<file path="config.mk">
export PLATFORM = sky130hd
export DESIGN_NAME = lenet_frame_scheduler
export DESIGN_NICKNAME = d
export VERILOG_FILES = /design/src/rtl/lenet_sched_pkg.sv /design/src/rtl/lenet_frame_scheduler.sv
export SDC_FILE = /design/constraint.sdc
export NUM_CORES = 1
export LEC_CHECK = 0
export BUFFER_PORTS_ARGS = -buffer_cell sky130_fd_sc_hd__buf_2
export CAP_MARGIN = 25
export CORE_MARGIN = 2
export CORE_UTILIZATION = 57
export CTS_CLUSTER_SIZE = 14
export DETAILED_ROUTE_END_ITERATION = 8
export PLACE_DENSITY_LB_ADDON = 0.25
export SYNTH_ARGS = -nofsm -noshare
export SYNTH_HDL_FRONTEND = slang
export SYNTH_SLANG_ARGS = --single-unit
</file>
<file path="constraint.sdc">
create_clock -name clk -period 2.1 [get_ports clk]
set_input_delay 0.42 -clock clk [delete_from_list [all_inputs] [get_ports clk]]
set_output_delay 0.42 -clock clk [all_outputs]
set_load 0.02 [all_outputs]
</file>
<file path="src/rtl/lenet_sched_pkg.sv">
// Shared types for the LeNet ping-pong frame scheduler.
//   buf_state_t  : lifecycle of one frame buffer
//   ctrl_state_t : LeNet-side control FSM
//   NUM_BUF      : number of frame buffers (ping-pong pair)
package lenet_sched_pkg;

    typedef enum logic [1:0] {
        FREE,
        FILLING,
        FULL,
        BUSY
    } buf_state_t;

    typedef enum logic {
        IDLE,
        RUN
    } ctrl_state_t;

    localparam int unsigned NUM_BUF = 2;

endpackage

</file>
<file path="src/rtl/lenet_frame_scheduler.sv">
// Ping-pong frame scheduler between the ov7670 capture path and the LeNet accelerator.
// Capture fills one buffer while LeNet classifies the other; the oldest completed
// frame is always handed to LeNet first.
//
// Ports:
//   clk, rst       : clock, synchronous active-high reset
//   enable         : allow buffer claims and lenet_go
//   frame_start    : capture begins a frame (pulse)
//   frame_done     : capture finished a frame (pulse)
//   wr_allow       : capture may write into wr_buf
//   wr_buf         : buffer index capture writes
//   lenet_ready    : LeNet idle (level)
//   lenet_done     : LeNet finished (pulse), lenet_result valid with it
//   lenet_go       : one-cycle start pulse to LeNet
//   rd_buf         : buffer index LeNet reads, stable from go until done/timeout
//   result         : last captured class
//   result_valid   : one-cycle pulse when result updates
//   drop_cnt       : dropped/aborted frames, saturating
//   timeout_err    : sticky watchdog expiry flag
module lenet_frame_scheduler
    import lenet_sched_pkg::*;
#(
    parameter int unsigned RESULT_W = 4,
    parameter int unsigned TIMEOUT  = 1000000,
    parameter int unsigned DROP_W   = 8
) (
    input  logic                clk,
    input  logic                rst,
    input  logic                enable,
    input  logic                frame_start,
    input  logic                frame_done,
    output logic                wr_allow,
    output logic                wr_buf,
    input  logic                lenet_ready,
    input  logic                lenet_done,
    input  logic [RESULT_W-1:0] lenet_result,
    output logic                lenet_go,
    output logic                rd_buf,
    output logic [RESULT_W-1:0] result,
    output logic                result_valid,
    output logic [DROP_W-1:0]   drop_cnt,
    output logic                timeout_err
);

    localparam int unsigned WD_W = (TIMEOUT == 0) ? 1 : $clog2(TIMEOUT + 1);
    // Watchdog value on the cycle before it would reach TIMEOUT.
    localparam logic [WD_W-1:0] WD_LAST = WD_W'(TIMEOUT - 1);

    buf_state_t          buf_q [NUM_BUF];
    buf_state_t          buf_d [NUM_BUF];
    ctrl_state_t         ctrl_q, ctrl_d;
    logic                wr_buf_q, wr_buf_d;
    logic                wr_allow_q, wr_allow_d;
    logic                rd_buf_q, rd_buf_d;
    logic                go_q, go_d;
    logic [RESULT_W-1:0] result_q, result_d;
    logic                rv_q, rv_d;
    logic [DROP_W-1:0]   drop_q, drop_d;
    logic                terr_q, terr_d;
    logic [WD_W-1:0]     wdog_q, wdog_d;
    logic                oldest_q, oldest_d;

    logic                sel;
    logic                done_fill;
    logic                drop;
    buf_state_t          cur_st;

    always_comb begin
        buf_d      = buf_q;
        ctrl_d     = ctrl_q;
        wr_buf_d   = wr_buf_q;
        wr_allow_d = wr_allow_q;
        rd_buf_d   = rd_buf_q;
        go_d       = 1'b0;
        result_d   = result_q;
        rv_d       = 1'b0;
        drop_d     = drop_q;
        terr_d     = terr_q;
        wdog_d     = wdog_q;
        oldest_d   = oldest_q;
        sel        = oldest_q;
        done_fill  = 1'b0;
        drop       = 1'b0;
        cur_st     = buf_q[wr_buf_q];

        // LeNet side works only from registered buffer state.
        unique case (ctrl_q)
            IDLE: begin
                if (enable && lenet_ready && (buf_q[0] == FULL || buf_q[1] == FULL)) begin
                    sel          = (buf_q[oldest_q] == FULL) ? oldest_q : ~oldest_q;
                    buf_d[sel]   = BUSY;
                    rd_buf_d     = sel;
                    go_d         = 1'b1;
                    wdog_d       = '0;
                    ctrl_d       = RUN;
                end
            end
            RUN: begin
                if (lenet_done) begin
                    buf_d[rd_buf_q] = FREE;
                    result_d        = lenet_result;
                    rv_d            = 1'b1;
                    ctrl_d          = IDLE;
                    if (buf_q[~rd_buf_q] == FULL) begin
                        oldest_d = ~rd_buf_q;
                    end
                end else if (TIMEOUT != 0) begin
                    if (wdog_q == WD_LAST) begin
                        buf_d[rd_buf_q] = FREE;
                        terr_d          = 1'b1;
                        ctrl_d          = IDLE;
                    end else begin
                        wdog_d = wdog_q + 1'b1;
                    end
                end
            end
        endcase

        // Capture side: frame_done first, then frame_start sees the updated write buffer.
        // A buffer freed by LeNet on this edge is not visible until the next edge.
        if (frame_done && buf_q[wr_buf_q] == FILLING) begin
            done_fill        = 1'b1;
            buf_d[wr_buf_q]  = FULL;
            wr_allow_d       = 1'b0;
            if (buf_q[~wr_buf_q] != FULL) begin
                oldest_d = wr_buf_q;
            end
        end
        cur_st = done_fill ? FULL : buf_q[wr_buf_q];

        if (frame_start && enable) begin
            if (cur_st == FILLING) begin
                // Missing frame_done: restart the same buffer, count the lost frame.
                drop = 1'b1;
            end else if (cur_st == FREE) begin
                buf_d[wr_buf_q] = FILLING;
                wr_allow_d      = 1'b1;
            end else if (buf_q[~wr_buf_q] == FREE) begin
                wr_buf_d         = ~wr_buf_q;
                buf_d[~wr_buf_q] = FILLING;
                wr_allow_d       = 1'b1;
            end else begin
                drop = 1'b1;
            end
        end

        if (drop && drop_q != '1) begin
            drop_d = drop_q + 1'b1;
        end
    end

    always_ff @(posedge clk) begin
        if (rst) begin
            for (int i = 0; i < NUM_BUF; i++) begin
                buf_q[i] <= FREE;
            end
            ctrl_q     <= IDLE;
            wr_buf_q   <= 1'b0;
            wr_allow_q <= 1'b0;
            rd_buf_q   <= 1'b0;
            go_q       <= 1'b0;
            result_q   <= '0;
            rv_q       <= 1'b0;
            drop_q     <= '0;
            terr_q     <= 1'b0;
            wdog_q     <= '0;
            oldest_q   <= 1'b0;
        end else begin
            buf_q      <= buf_d;
            ctrl_q     <= ctrl_d;
            wr_buf_q   <= wr_buf_d;
            wr_allow_q <= wr_allow_d;
            rd_buf_q   <= rd_buf_d;
            go_q       <= go_d;
            result_q   <= result_d;
            rv_q       <= rv_d;
            drop_q     <= drop_d;
            terr_q     <= terr_d;
            wdog_q     <= wdog_d;
            oldest_q   <= oldest_d;
        end
    end

    always_ff @(posedge clk) begin
        if (!rst) begin
            a_one_filling : assert (!(buf_q[0] == FILLING && buf_q[1] == FILLING));
            a_one_busy    : assert (!(buf_q[0] == BUSY && buf_q[1] == BUSY));
            a_bufs_differ : assert (!(wr_allow_q && ctrl_q == RUN && wr_buf_q == rd_buf_q));
        end
    end

    assign wr_allow     = wr_allow_q;
    assign wr_buf       = wr_buf_q;
    assign rd_buf       = rd_buf_q;
    assign lenet_go     = go_q;
    assign result       = result_q;
    assign result_valid = rv_q;
    assign drop_cnt     = drop_q;
    assign timeout_err  = terr_q;

endmodule

</file>
# Word-level counts from Yosys, hierarchy flattened
# Index checks and enable logic that the tools add are counted.
[totals]
out_inout_bits = 18
regBits = 44
elab_cells = 136
inputBits = 11
[classes]
n_lt_le_gt_ge = 10
eq_ne = 12
n_mux = 55
bitwise_logic = 25
reduce_logical = 19
n_addsub = 2
[ops]
columns = ["cell", "count"]
rows = [
  ["$mux 20", 3],
  ["$pmux 20 s2", 1],
  ["$mux 2", 17],
  ["$mux 4", 8],
  ["$add 20x1->20 const B", 1],
  ["$eq 20x20->1 const B", 1],
  ["$mux 1", 20],
  ["$ge 2x2->1 const B", 6],
  ["$not 1->2", 6],
  ["$logic_and 1x1->1", 9],
  ["$add 8x1->8 const B", 1],
  ["$demux 2 s1", 4],
  ["$eq 2x2->1 const B", 4],
  ["$lt 2x1->1 const B", 4],
  ["$ne 2x2->1 const B", 4],
  ["$ne 8x8->1 const B", 1],
  ["$pmux 4 s2", 1],
  ["$not 1->1", 7],
  ["$and 2x2->2", 3],
  ["$not 2->2", 3],
  ["$or 2x2->2", 3],
  ["$reduce_and 3->1", 2],
  ["$and 4x4->4", 1],
  ["$eq 2x1->1 const B", 2],
  ["8 further kinds", 11],
]

# Logic depth before layout (Yosys ltp)
# Gate-level depths: netlist (run 1).
[logic_depth]
ltp_word = 21
mapped_depth = 8
ltp_nobuf = 6

# Worst setup path after synthesis (run 1)
# OpenSTA, ideal clock, no wires.
[synth_timing]
path_type = "register to register"
from = "register wdog_q[0]"
to = "register wdog_q[14]"
slack_ns = 0.200
path_stages_with_launch = 8
synth_period_minus_slack_ns = 1.900
t_arrival_ns = 1.830
setup_ns = 0.071
cell_sequence = "dfxtp_1 ha_1 and3_1 and4_4 a21o_1 buf_6 or4_1 a21oi_1"
[synth_via]
elab_chain_cells = 4
elab_cells_between_ends = 7
[synth_lines]
columns = ["element", "line", "text"]
rows = [
  ["start, declared", "lenet_frame_scheduler.sv:60", "logic [WD_W-1:0] wdog_q, wdog_d;"],
  ["start signal, assigned", "lenet_frame_scheduler.sv:179", "wdog_q <= wdog_d;"],
  ["$add 20x1->20", "lenet_frame_scheduler.sv:113", "wdog_d = wdog_q + 1'b1;"],
  ["$mux 20", "lenet_frame_scheduler.sv:108", "if (wdog_q == WD_LAST) begin"],
  ["$mux 20", "lenet_frame_scheduler.sv:99", "if (lenet_done) begin"],
  ["$pmux 20 s2", "lenet_frame_scheduler.sv:87", "unique case (ctrl_q)"],
]
# Several ways; a longest one is shown, not always the timed one. The select of a mux whose other input is x is not followed.
# A chain may end at the register's enable or synchronous reset.

# Worst setup path after layout (run 1)
[layout_timing]
from = "register wdog_q[0]"
to = "register wdog_q[11]"
# The elaborated chain is that of the path after synthesis.

==> qor.csv, run 1 <==
stage;metric;value;unit
status;outcome;finished, final reports clean;
place;dp.cells;350;
synth;synth_top_family_by_area;simple AND/OR/NAND/NOR gates;
place;io_buffers;28;
clock_network;h-tree-depth;2;
sta;finalHoldViolCount;0;
clock_network;cts_tree;yes;
clock_network;cts_buffers;5;
global_routing;grt_first_pass_wirelength;8.694;mm
synth;synth_area_per_cell;8.263;µm²
power;power_density;628.4;nW/µm²
floorplanning;coreArea;3943;µm²
sta;clock.fmax;501.7;MHz
power;ir_drop;516.5;µV
worst_setup_path;crit_path_max_fanout;11;
place;dp_slack;108.5;ps
clock_network;cts_root_buf;clkbuf_8;
sta;hold_ws;349.2;ps
clock_network;path_clk_slew;90;ps
global_routing;grt_pass1_vias;1867;
job;drv_cap;0;
floorplanning;die_y;67.49;µm
sta;clock_skew;11.87;ps
detailed_routing;drtIter0Drc;126;
global_routing;gr-total-overflow;0;
worst_setup_path;worst-endpoint-required;2340;ps
place;gp_congestion;0.8513;
synth;synth_cell_types;51;
sta;slew_headroom;67.01;%
sta;tightest_slew;493.7;ps
clock_network;postCtsSetupBuffers;0;
detailed_routing;drc;0;
finish;area_delta_synth_final;14.16;%
power;power;1.648;mW
floorplanning;start_util;58.27;%
finish;nets;320;
worst_hold_path;min_path_type;input port to flop;
synth;synthAdderAreaFrac;1.089;%
synth;synth_compound_area_share;24.78;%
finish;layout_commonest_cell;dfxtp_1;
worst_setup_path;worst-setup-path-type;flop to flop;
detailed_routing;dr.pass1.iters;4;
floorplanning;num_io_pins;29;
finish;diodes;0;
sta;tns;0;ps
floorplanning;die_x;67.49;µm
synth;synthMuxAreaShare;1.307;%
detailed_routing;wirelength;5.190;mm
sta;fin_crit;1993;ps
synth;synth_area;2297;µm²
detailed_routing;ant_nets;0;
sta;slew_violations;0;
floorplanning;num_rows;23;
detailed_routing;via_per_inst;6.056;
clock_network;cts_max_path_buffers;2;
finish;fin_area;2623;µm²
worst_setup_path;crit_path_end_kind;flop;
clock_network;post_cts_resized;0;
synth;synth_ff_type;dfxtp_1;
synth;synth_edf_count;0;
worst_setup_path;cp.arrival;2240;ps
place;placed_area;2511;µm²
sta;finalSetupViolCount;0;
detailed_routing;vias;2168;
synth;synth-seq-cells;44;
clock_network;hold_buffers;0;
synth;seq_area_frac_synth;38.34;%
detailed_routing;detail_route.wl_per_cell;14.50;µm
power;p_leak;0.9906;nW
sta;grt_setup_unrepaired;no;
synth;yosysWarnings;0;
synth;syn_inst;278;
finish;layout-drive-gt1-share;18.51;%
sta;period_share;94.92;%
finish;fin_cells;358;
place;dp_hpwl;3.668;mm
finish;layout_common_cells;dfxtp_1, nand2_1, nor2_1, buf_2, a21oi_1;
clock_network;insertion_delay;310;ps
synth;synth_fp_nets;291;
synth;async_flop_share;0;%
synth;synthXorXnorAreaFrac;4.194;%
floorplanning;dieArea;4554;µm²
global_routing;grt_usage;24.96;%
finish;final_util;66.52;%
sta;worst_slack;106.7;ps
synth;synth_simple_gate_area_share;25.71;%
clock_network;cts.sink_count;44;
global_routing;antenna_found_initial;0;
worst_setup_path;critPathLaunchType;flop;
global_routing;grt_max_degree;24;
-- synthesized netlist by cell type, types with 3 or more instances --
library cell / count / area [µm²]
nor3_1: 3 / 15.01
mux2i_1: 3 / 30.03
o2111ai_1: 8 / 70.07
inv_1: 5 / 18.77
nor2_1: 28 / 105.1
o21ai_0: 10 / 50.05
xor2_1: 5 / 43.79
a21oi_1: 23 / 115.1
nand2_1: 31 / 116.4
nand3_1: 16 / 80.08
and2_1: 3 / 18.77
dfxtp_1: 44 / 880.8
a2111o_1: 7 / 78.83
clkbuf_1: 14 / 52.55
a211oi_1: 5 / 37.54
and3_1: 5 / 31.28
nor2b_1: 3 / 18.77
or4_1: 3 / 22.52
and4_1: 3 / 26.28
buf_2: 3 / 15.01
xnor2_1: 6 / 52.55
nand4_1: 8 / 50.05
-- path summary, 6_finish.rpt --
path                                      start         end  slack (ps)  depth (start not counted)
worst max-delay path                  wdog_q[0]  wdog_q[11]         110                          7
worst max register to register        wdog_q[0]  wdog_q[11]         110                          7
worst min-delay path            lenet_result[2]   result[2]         350                          3
worst min register to register        result[1]   result[1]         460                          2
-- report_power, final --
group	internal, mW	switching [mW]
clock network	0.352	0.314
registers	0.844	0.0130
logic	0.0471	0.0778
-- final cells by class --
class,count,area [µm²]
Tap cell,50,62.56
Clock buffer,5,68.82
Clock inverter,3,42.54
Sequential cell,44,880.8
Inverter,5,18.77
Timing Repair Buffer,41,237.7
Multi-Input combinational cell,210,1311
Fill cell,336,1320
-- sequential cells by signal, indices dropped and copies added, names as in the netlist, 4 cells and up --
| signal | cells |
|---|---|
| drop_cnt | 8 |
| result | 4 |
| buf_q | 4 |
| wdog_q | 20 |
-- cells by family after synthesis --
kind of cell | Yosys count
buffers and inverters | 24
flip-flops | 44
multiplexers | 3
XOR/XNOR | 11
AND/OR/NAND/NOR | 117
AO/OA/AOI/OAI | 77
adder cells (fa/ha/maj) | 2
-- routing by layer --
layer	global-route usage, %	up-vias	part of all wire (%)
li1	-	1098	-
met1	33.99	1003	49
met2	37.99	60	45
met3	5.500	7	4.5
met4	10.46	0	1.5
met5	0	-	0
-- worst max-delay path, stage by stage (launching register included) --
cell,delay [ps]
dfxtp_1,340
ha_1,220
and3_1,200
and4_4,180
a21o_1,290
buf_4,220
or3_1,340
a21oi_1,130
(Power assumes the default switching activity.)
==> run 2, diff against run 1 <==
--- a/config.mk
+++ b/config.mk
@@ -7,8 +7,10 @@
 export LEC_CHECK = 0
 export BUFFER_PORTS_ARGS = -buffer_cell sky130_fd_sc_hd__buf_2
 export CAP_MARGIN = 25
+export CELL_PAD_IN_SITES_DETAIL_PLACEMENT = 1
+export CELL_PAD_IN_SITES_GLOBAL_PLACEMENT = 2
 export CORE_MARGIN = 2
-export CORE_UTILIZATION = 57
+export CORE_UTILIZATION = 34
 export CTS_CLUSTER_SIZE = 14
 export DETAILED_ROUTE_END_ITERATION = 8
 export PLACE_DENSITY_LB_ADDON = 0.25
==> run 2 against run 1 <==
  * Final area rose by 2.9%
  * Global-route usage down 6.5 points
  * Routed wire length up 21%
  * Worst hold slack better by 15 ps
  * Utilization fell by 25 points
  * Die area increased by 63%
  * Maximum frequency rose by 0.85%
  * Sequential cell count unchanged
  * Cell count increased by 9.5%
  * Critical endpoint is now wdog_q[14]
  * Largest cell class unchanged
  * Largest power group unchanged
==> qor.csv, run 2 (synthesized netlist as in run 1, its figures left out) <==
stage;metric;value;unit;change
floorplanning;coreArea;6459;µm²;+64%
worst_setup_path;slowest_delay;530;ps;+190 ps
floorplanning;dieArea;7430;µm²;+63%
global_routing;grt_first_pass_wirelength;11.07;mm;+27%
detailed_routing;drc;0;;unchanged
worst_setup_path;worst-setup-path-type;flop to flop;;
clock_network;cts_root_buf;clkbuf_8;;
finish;layout_common_cells;dfxtp_1, nand2_1, nor2_1, buf_2, a21oi_1;;
place;gp_congestion;0.7711;;-9.4%
sta;clock_skew;6.839;ps;-5.033 ps
detailed_routing;wl_met3;189;µm;-19%
place;dp_hpwl;4.616;mm;+26%
sta;slew_violations;0;;unchanged
clock_network;h-tree-depth;2;;unchanged
detailed_routing;via_per_inst;5.666;;-6.4%
worst_setup_path;slowest_stage;or4_1;;
sta;hold_ws;363.7;ps;+14.50 ps
clock_network;insertion_delay;300;ps;about the same
sta;fin_crit;1977;ps;-16.71 ps
worst_setup_path;worst-r2r-cell-count;6;;-1
finish;area_delta_synth_final;17.43;%;
worst_setup_path;worst-endpoint-required;2340;ps;about the same
clock_network;cts_max_path_buffers;2;;unchanged
detailed_routing;dr.pass1.iters;4;;unchanged
floorplanning;die_y;86.20;µm;+28%
finish;top_register;wdog_q;;
sta;finalSetupViolCount;0;;unchanged
worst_setup_path;crit_chain;ha_1, and3_1, and4_4, a21o_2, or4_1, a21oi_1;;
finish;nets;327;;+2.2%
finish;diodes;0;;unchanged
detailed_routing;ant_nets;0;;unchanged
power;p_leak;1.022;nW;+3.2%
global_routing;antenna_found_initial;0;;unchanged
worst_setup_path;cp.arrival;2210;ps;-30 ps
detailed_routing;drtIter0Drc;103;;-18%
finish;layout_commonest_cell;dfxtp_1;;
sta;period_share;94.12;%;-0.80 points
sta;clock.fmax;505.9;MHz;+0.85%
global_routing;gr-total-overflow;0;;unchanged
power;power_density;575.6;nW/µm²;-8.4%
worst_setup_path;critPathLaunchType;flop;;
global_routing;grt_pass1_vias;2245;;+20%
clock_network;cts_buffers;5;;unchanged
detailed_routing;routed-wl-met2;2.744;mm;+17%
floorplanning;die_x;86.20;µm;+28%
global_routing;grt_max_degree;22;;-8.3%
clock_network;hold_buffers;0;;unchanged
power;ir_drop;209.3;µV;-59%
floorplanning;start_util;35.57;%;-23 points
sta;grt_setup_unrepaired;no;;
finish;largest_reg_flops;20;;unchanged
detailed_routing;dr.max_layer_used;met4;;
global_routing;grt_usage;18.42;%;-6.5 points
worst_setup_path;cp_top_family;simple AND/OR/NAND/NOR gates;;
worst_setup_path;crit_path_end_kind;flop;;
detailed_routing;vias;2221;;+2.4%
finish;fin_area;2698;µm²;+2.9%
clock_network;cts.sink_count;44;;unchanged
worst_setup_path;crit_path_max_fanout;10;;-1
detailed_routing;wl_met1;3.256;mm;+28%
floorplanning;num_rows;29;;+26%
job;drv_cap;0;;unchanged
worst_setup_path;cp.buffers_inverters;0;;-1
place;io_buffers;28;;unchanged
power;power;1.553;mW;-5.8%
worst_hold_path;min_path_type;input port to flop;;
detailed_routing;wirelength;6.262;mm;+21%
sta;slew_headroom;67.15;%;+0.14 points
place;placed_area;2597;µm²;+3.4%
sta;tns;0;ps;unchanged
sta;finalHoldViolCount;0;;unchanged
worst_hold_path;hold_depth;3;;unchanged
detailed_routing;detail_route.wl_per_cell;15.97;µm;+10%
clock_network;cts_tree;yes;;
sta;tightest_slew;492.8;ps;-0.8763 ps
finish;fillerInstances;799;;+140%
status;outcome;finished, final reports clean;;
finish;layout-drive-gt1-share;20.32;%;+1.8 points
worst_setup_path;path_depth;6;;-1
floorplanning;num_io_pins;29;;unchanged
clock_network;path_clk_slew;80;ps;about the same
==> run 2: path summary, 6_finish.rpt <==
kind / startpoint / endpoint / slack [ps]
worst max-delay path: wdog_q[0] / wdog_q[14] / 120
worst max register to register: wdog_q[0] / wdog_q[14] / 120
worst min register to register: result[0] / result[0] / 460
worst min-delay path: lenet_result[2] / result[2] / 360
==> run 2: repair_timing <==
action,CTS,global route
hold endpoints to repair,0,0
buffers inserted,0,0
setup endpoints to repair,0,16
resized for setup,0,3
==> run 2: per-layer routing <==
layer | GRT usage (%) | vias up
met3 | 3.429 | 6
met2 | 28.61 | 33
met4 | 5.540 | 0
met5 | 0 | -
met1 | 26.04 | 1074
li1 | - | 1108
==> run 2: cell type report <==
type,instances,area (µm²),area share [%]
multi-input combinational,210,1320,48.93
sequential,44,882.1,32.70
timing repair buffer,48,290.3,10.76
tap,77,96.34,3.571
clock buffer,8,90.09,3.340
inverter,5,18.77,0.6957
==> run 2: per-stage QoR <==
step	std cells	util [%]	setup slack, ps
finish	392	41.77	123.4
CTS	392	41.61	74.16
floorplan	278	-	199.9
detailed placement	384	40.22	90.42
global placement	384	40.22	99.13
global route	392	41.77	15.87
==> run 2: report_power, final <==
part,switching (mW),internal (mW)
Combinational,0.0843,0.0513
Sequential,0.0128,0.844
Clock,0.291,0.269
==> run 2: worst register-to-register path, stage by stage (launching register included) <==
cell	delay, ps
dfxtp_2	350
ha_1	220
and3_1	200
and4_4	180
a21o_2	280
or4_1	530
a21oi_1	150
